File: config.mk
export PLATFORM = sky130hd
export DESIGN_NAME = amba_axi4_lite_master
export DESIGN_NICKNAME = d
export VERILOG_FILES = /design/src/rtl/amba_axi4_lite_master.sv
export SDC_FILE = /design/constraint.sdc
export NUM_CORES = 1
export LEC_CHECK = 0
export CORE_MARGIN = 10
export CORE_UTILIZATION = 36
export DETAILED_ROUTE_END_ITERATION = 6
export PLACE_DENSITY = 0.76
export REMOVE_ABC_BUFFERS = 1
export SYNTH_ARGS = -nofsm -noshare
export SYNTH_HDL_FRONTEND = slang
export SYNTH_SLANG_ARGS = --single-unit
File: constraint.sdc
create_clock -name ACLK -period 1.7 [get_ports ACLK]
set_clock_uncertainty 0.2 [all_clocks]
set_input_delay 0.34 -clock ACLK [delete_from_list [all_inputs] [get_ports ACLK]]
set_output_delay 0.34 -clock ACLK [all_outputs]
set_load 0.1 [all_outputs]
File: src/rtl/amba_axi4_lite_master.sv
`default_nettype none
// ============================================================================
// Module      : amba_axi4_lite_master
// Description : Single-outstanding AXI4-Lite initiator. One command in,
//               one AW/W/B or AR/R transaction out, one response back.
// Revision    : 1.0 - initial release
// ============================================================================
module amba_axi4_lite_master #(
    parameter int ADDR_W         = 32,
    parameter int DATA_W         = 32,
    parameter int TIMEOUT_CYCLES = 256
) (
    input  logic                ACLK,
    input  logic                ARSTn,
    input  logic                i_cmd_valid,
    output logic                o_cmd_ready,
    input  logic                i_cmd_write,
    input  logic [ADDR_W-1:0]   i_cmd_addr,
    input  logic [DATA_W-1:0]   i_cmd_wdata,
    input  logic [DATA_W/8-1:0] i_cmd_wstrb,
    input  logic [2:0]          i_cmd_prot,
    output logic                o_rsp_valid,
    input  logic                i_rsp_ready,
    output logic                o_rsp_write,
    output logic [DATA_W-1:0]   o_rsp_rdata,
    output logic [1:0]          o_rsp_resp,
    output logic                o_busy,
    output logic                o_timeout,
    output logic                o_awvalid,
    input  logic                i_awready,
    output logic [ADDR_W-1:0]   o_awaddr,
    output logic [2:0]          o_awprot,
    output logic                o_wvalid,
    input  logic                i_wready,
    output logic [DATA_W-1:0]   o_wdata,
    output logic [DATA_W/8-1:0] o_wstrb,
    input  logic                i_bvalid,
    output logic                o_bready,
    input  logic [1:0]          i_bresp,
    output logic                o_arvalid,
    input  logic                i_arready,
    output logic [ADDR_W-1:0]   o_araddr,
    output logic [2:0]          o_arprot,
    input  logic                i_rvalid,
    output logic                o_rready,
    input  logic [DATA_W-1:0]   i_rdata,
    input  logic [1:0]          i_rresp
);

    localparam int STRB_W = DATA_W / 8;
    localparam int CNT_W  = (TIMEOUT_CYCLES > 0) ? $clog2(TIMEOUT_CYCLES + 1) : 1;
    localparam logic [CNT_W-1:0] CNT_MAX = CNT_W'(TIMEOUT_CYCLES);

    localparam logic [2:0] S_IDLE  = 3'd0;
    localparam logic [2:0] S_WR_AW = 3'd1;
    localparam logic [2:0] S_WR_W  = 3'd2;
    localparam logic [2:0] S_WR_B  = 3'd3;
    localparam logic [2:0] S_RD_AR = 3'd4;
    localparam logic [2:0] S_RD_R  = 3'd5;
    localparam logic [2:0] S_RSP   = 3'd6;

    logic [2:0]        state_q, state_d;
    logic              run_q;
    logic              write_q;
    logic [ADDR_W-1:0] addr_q;
    logic [DATA_W-1:0] wdata_q;
    logic [STRB_W-1:0] wstrb_q;
    logic [2:0]        prot_q;
    logic [DATA_W-1:0] rdata_q;
    logic [1:0]        resp_q;
    logic [CNT_W-1:0]  cnt_q, cnt_d, cnt_inc;
    logic              timeout_q, timeout_d;

    logic cmd_acc, aw_hs, w_hs, b_hs, ar_hs, r_hs, any_hs, in_wait;

    assign cmd_acc = o_cmd_ready & i_cmd_valid;
    assign aw_hs   = (state_q == S_WR_AW) & i_awready;
    assign w_hs    = (state_q == S_WR_W)  & i_wready;
    assign b_hs    = (state_q == S_WR_B)  & i_bvalid;
    assign ar_hs   = (state_q == S_RD_AR) & i_arready;
    assign r_hs    = (state_q == S_RD_R)  & i_rvalid;
    assign any_hs  = aw_hs | w_hs | b_hs | ar_hs | r_hs;
    assign in_wait = (state_q != S_IDLE) && (state_q != S_RSP);
    assign cnt_inc = cnt_q + CNT_W'(1);

    // run_q keeps o_cmd_ready low while reset is asserted and for the first edge after
    always_ff @(posedge ACLK or negedge ARSTn) begin
        if (!ARSTn) begin
            state_q <= S_IDLE;
            run_q   <= 1'b0;
        end else begin
            state_q <= state_d;
            run_q   <= 1'b1;
        end
    end

    always_comb begin
        state_d = state_q;
        case (state_q)
            S_IDLE:  if (cmd_acc) state_d = i_cmd_write ? S_WR_AW : S_RD_AR;
            S_WR_AW: if (aw_hs)   state_d = S_WR_W;
            S_WR_W:  if (w_hs)    state_d = S_WR_B;
            S_WR_B:  if (b_hs)    state_d = S_RSP;
            S_RD_AR: if (ar_hs)   state_d = S_RD_R;
            S_RD_R:  if (r_hs)    state_d = S_RSP;
            S_RSP:   if (i_rsp_ready) state_d = S_IDLE;
            default: state_d = S_IDLE;
        endcase
    end

    always_comb begin
        o_cmd_ready = (state_q == S_IDLE) & run_q;
        o_awvalid   = (state_q == S_WR_AW);
        o_wvalid    = (state_q == S_WR_W);
        o_bready    = (state_q == S_WR_B);
        o_arvalid   = (state_q == S_RD_AR);
        o_rready    = (state_q == S_RD_R);
        o_rsp_valid = (state_q == S_RSP);
        o_busy      = (state_q != S_IDLE);
    end

    assign o_awaddr    = addr_q;
    assign o_awprot    = prot_q;
    assign o_araddr    = addr_q;
    assign o_arprot    = prot_q;
    assign o_wdata     = wdata_q;
    assign o_wstrb     = wstrb_q;
    assign o_rsp_write = write_q;
    assign o_rsp_rdata = rdata_q;
    assign o_rsp_resp  = resp_q;
    assign o_timeout   = timeout_q;

    // Stall counter saturates at CNT_MAX; with TIMEOUT_CYCLES=0 CNT_MAX is 0 so it never moves
    always_comb begin
        cnt_d     = cnt_q;
        timeout_d = timeout_q;
        if (cmd_acc) begin
            cnt_d     = '0;
            timeout_d = 1'b0;
        end else if (any_hs) begin
            cnt_d = '0;
        end else if (in_wait && (cnt_q != CNT_MAX)) begin
            cnt_d = cnt_inc;
            if (cnt_inc == CNT_MAX) timeout_d = 1'b1;
        end
    end

    always_ff @(posedge ACLK or negedge ARSTn) begin
        if (!ARSTn) begin
            write_q   <= 1'b0;
            addr_q    <= '0;
            wdata_q   <= '0;
            wstrb_q   <= '0;
            prot_q    <= '0;
            rdata_q   <= '0;
            resp_q    <= '0;
            cnt_q     <= '0;
            timeout_q <= 1'b0;
        end else begin
            cnt_q     <= cnt_d;
            timeout_q <= timeout_d;
            if (cmd_acc) begin
                write_q <= i_cmd_write;
                addr_q  <= i_cmd_addr;
                wdata_q <= i_cmd_wdata;
                wstrb_q <= i_cmd_wstrb;
                prot_q  <= i_cmd_prot;
            end
            if (b_hs) begin
                rdata_q <= '0;
                resp_q  <= i_bresp;
            end
            if (r_hs) begin
                rdata_q <= i_rdata;
                resp_q  <= i_rresp;
            end
        end
    end

endmodule
`default_nettype wire

==> results.cfg <==
[logic_synthesis]
seq_area_frac_synth_pct = 57.2
yosysWarnings = 0
async_flop_share_pct = 100
synth_top_family_by_area = multiplexers
synth_compound_area_share_pct = 9.12
synth-edff-count = 0
ys.flop_type = dfrtp_1
synth_area_um2 = 5250
synth_xor_area_share_pct = 1.67
muxShareOfSynthArea_pct = 16.4
synth_simple_gate_area_share_pct = 6.81
synthAdderAreaFrac_pct = 0.714
syn_inst = 386
synth_seq_cells = 120
syn_area_per_cell_um2 = 13.6
yosysUniqueCellTypes = 49

[timing]
fin_crit_sh_pct = 126
setup_viol = 127
period_needed_ps = 2130
hold_violations = 0
fmax_ghz = 0.469
drv_slew = 0
fin_ws_ps = -434
grt_setup_unrepaired = true

[min_path]
hold_path_class = in2async

[cts]
cts_buffer_depth = 2
numClockSinks = 120
cts_made_buffers = 17
cts_tree = yes
clockRootBuffer = clkbuf_16
clkTransAtPathRegs_ps = 60
clk_latency_ps = 420
cts_htree_levels = 4

[worst_setup_path]
rr_worst_depth = 6
worstReg2RegStart = state_q[0]
worstPathCellList = nor3_4 -> buf_4 -> buf_6 -> nand3_4 -> bufbuf_16 -> mux2_1
end_kind = flip-flop
slowest_delay_ps = 460
path_buf_inv = 3
setup.worst_path.class = reg2reg
cp_max_fo = 12
r2r_setup_slack_ps = -430
rr_endpoint = o_wdata[9]
worst-path-stages = 6
crit_arrival_ps = 2230
critPathLaunch = state_q[0]
crit_slowest_cell = dfrtp_2
critical_path.top_delay_family = buffers and inverters
critPathRequiredTime_ps = 1800
cp-start-kind = flip-flop

[layout]
seq_area_um2 = 3010
multi_input_area_um2 = 2310
mostFrequentLayoutCell = buf_12
fill_cells = 745
final_nets = 819
fin_cells = 897
syn2layout_area_growth_pct = 118
mostFrequentLayoutCells = buf_12, dfrtp_1, clkdlybuf4s50_1, mux2_4, buf_4
drive_gt1_share_pct = 53.2

[drt]
drc = 0
drt-vias-per-instance = 5.06
wl_per_cell_um = 24.9
via_count = 4537
drtIter0Drc = 229
drtPass1Iterations = 5
drt.antenna.violating_nets = 0
wl_um = 22300

[floorplanning]
die_w_um = 141
coreArea_um2 = 14400
fp.dieH_um = 141
die_area_um2 = 19800
pin_count = 267
rows = 44
start_util_pct = 36.4

[global_route]
overflow = 0
grt_pass1_wl_um = 32900
grt_pass1_vias = 5324
antenna_found_initial = 1
track_usage_pct = 21.7
grt_max_degree = 33

[place]
place_congestion = 0.882
dp_hpwl_um = 14300
portBuffers = 266
post-place-cells = 824

[status]
violations = setup timing
outcome = finished with violations

[flow_run]
maxCapViolCount = 0
[routing by layer]
layer	vias up	GRT usage [%]	part of all wire, %
li1	1976	-	-
met1	2316	21.6	35
met2	208	39.3	54
met3	37	9.07	8.2
met4	0	8.15	2.8
met5	-	0	0
[area by class of cell]
| type | instances | share of cell area [%] |
|---|---|---|
| Antenna cell | 1 | 0.0218 |
| Clock buffer | 22 | 4.14 |
| Clock inverter | 10 | 1.66 |
| Inverter | 6 | 0.240 |
| Multi-Input combinational cell | 203 | 20.2 |
| Sequential cell | 120 | 26.2 |
| Tap cell | 184 | 2.01 |
| Timing Repair Buffer | 351 | 45.5 |
[worst max path at each step]
stage | end | slack [ps]
after floorplan | o_timeout | -2480
after global placement | state_q[0] | -270
after CTS | o_cmd_ready | -370
final | o_wdata[9] | -430
after detailed placement | state_q[0] | -340
after global routing | o_wdata[21] | -480
[cells by family after synthesis]
group / count (synthesis)
AO/OA/AOI/OAI: 54
XOR/XNOR: 10
adder cells (fa/ha/maj): 3
buffers and inverters: 63
flip-flops: 120
multiplexers: 77
other: 1
AND/OR/NAND/NOR: 58
[cells in the mapped netlist (2+ instances only)]
| master | instances | area, um2 |
|---|---|---|
| nor2b_1 | 2 | 12.5 |
| nor2_1 | 12 | 45.0 |
| buf_4 | 41 | 308 |
| nor3_1 | 3 | 15.0 |
| nand3_1 | 4 | 20.0 |
| nand4_1 | 4 | 25.0 |
| xnor2_1 | 3 | 26.3 |
| a21oi_1 | 4 | 20.0 |
| inv_1 | 5 | 18.8 |
| clkbuf_1 | 2 | 7.51 |
| buf_6 | 3 | 33.8 |
| ha_1 | 3 | 37.5 |
| buf_1 | 2 | 7.51 |
| mux2_1 | 72 | 811 |
| o21ai_0 | 2 | 10.0 |
| a2111oi_2 | 2 | 30.0 |
| dfrtp_1 | 120 | 3000 |
| a22o_1 | 32 | 280 |
| nand2_1 | 9 | 33.8 |
| or3_1 | 2 | 12.5 |
| o21ai_1 | 5 | 25.0 |
| mux2i_1 | 5 | 50.1 |
| buf_2 | 9 | 45.0 |
| nor3b_1 | 4 | 30.0 |
| xor2_1 | 7 | 61.3 |
| and4_1 | 2 | 17.5 |
| and2_1 | 5 | 31.3 |
[registers in the layout (all words and copies together) (netlist names)]
signal,flops
cnt_q,9
o_araddr,32
o_arprot,3
o_rsp_rdata,32
o_rsp_resp,2
o_rsp_write,1
o_timeout,1
o_wdata,32
o_wstrb,4
run_q,1
state_q,3
[per-stage QoR]
stage	cell area (um2)	util [%]	setup WS, ps	hold WS, ps	setup TNS [ps]
floorplan	4850	-	-2480	-156	-168800
global placement	9680	67.1	-271	84.2	-24400
detailed placement	9680	67.1	-342	94.0	-28800
CTS	11200	77.9	-366	193	-32750
global route	11500	79.5	-477	227	-44980
finish	11500	79.5	-434	194	-39190
[repair_timing]
action | CTS | global route
gates resized for setup | 114 | 61
cloned | 10 | 1
setup endpoints to repair | 127 | 127
setup buffers | 23 | 14
hold endpoints to repair | 95 | 0
hold buffers | 1 | 0
pin swaps | 28 | 15
Power is not shown: default switching activity piles up to over one toggle a cycle in this logic, so the estimate is an artifact.
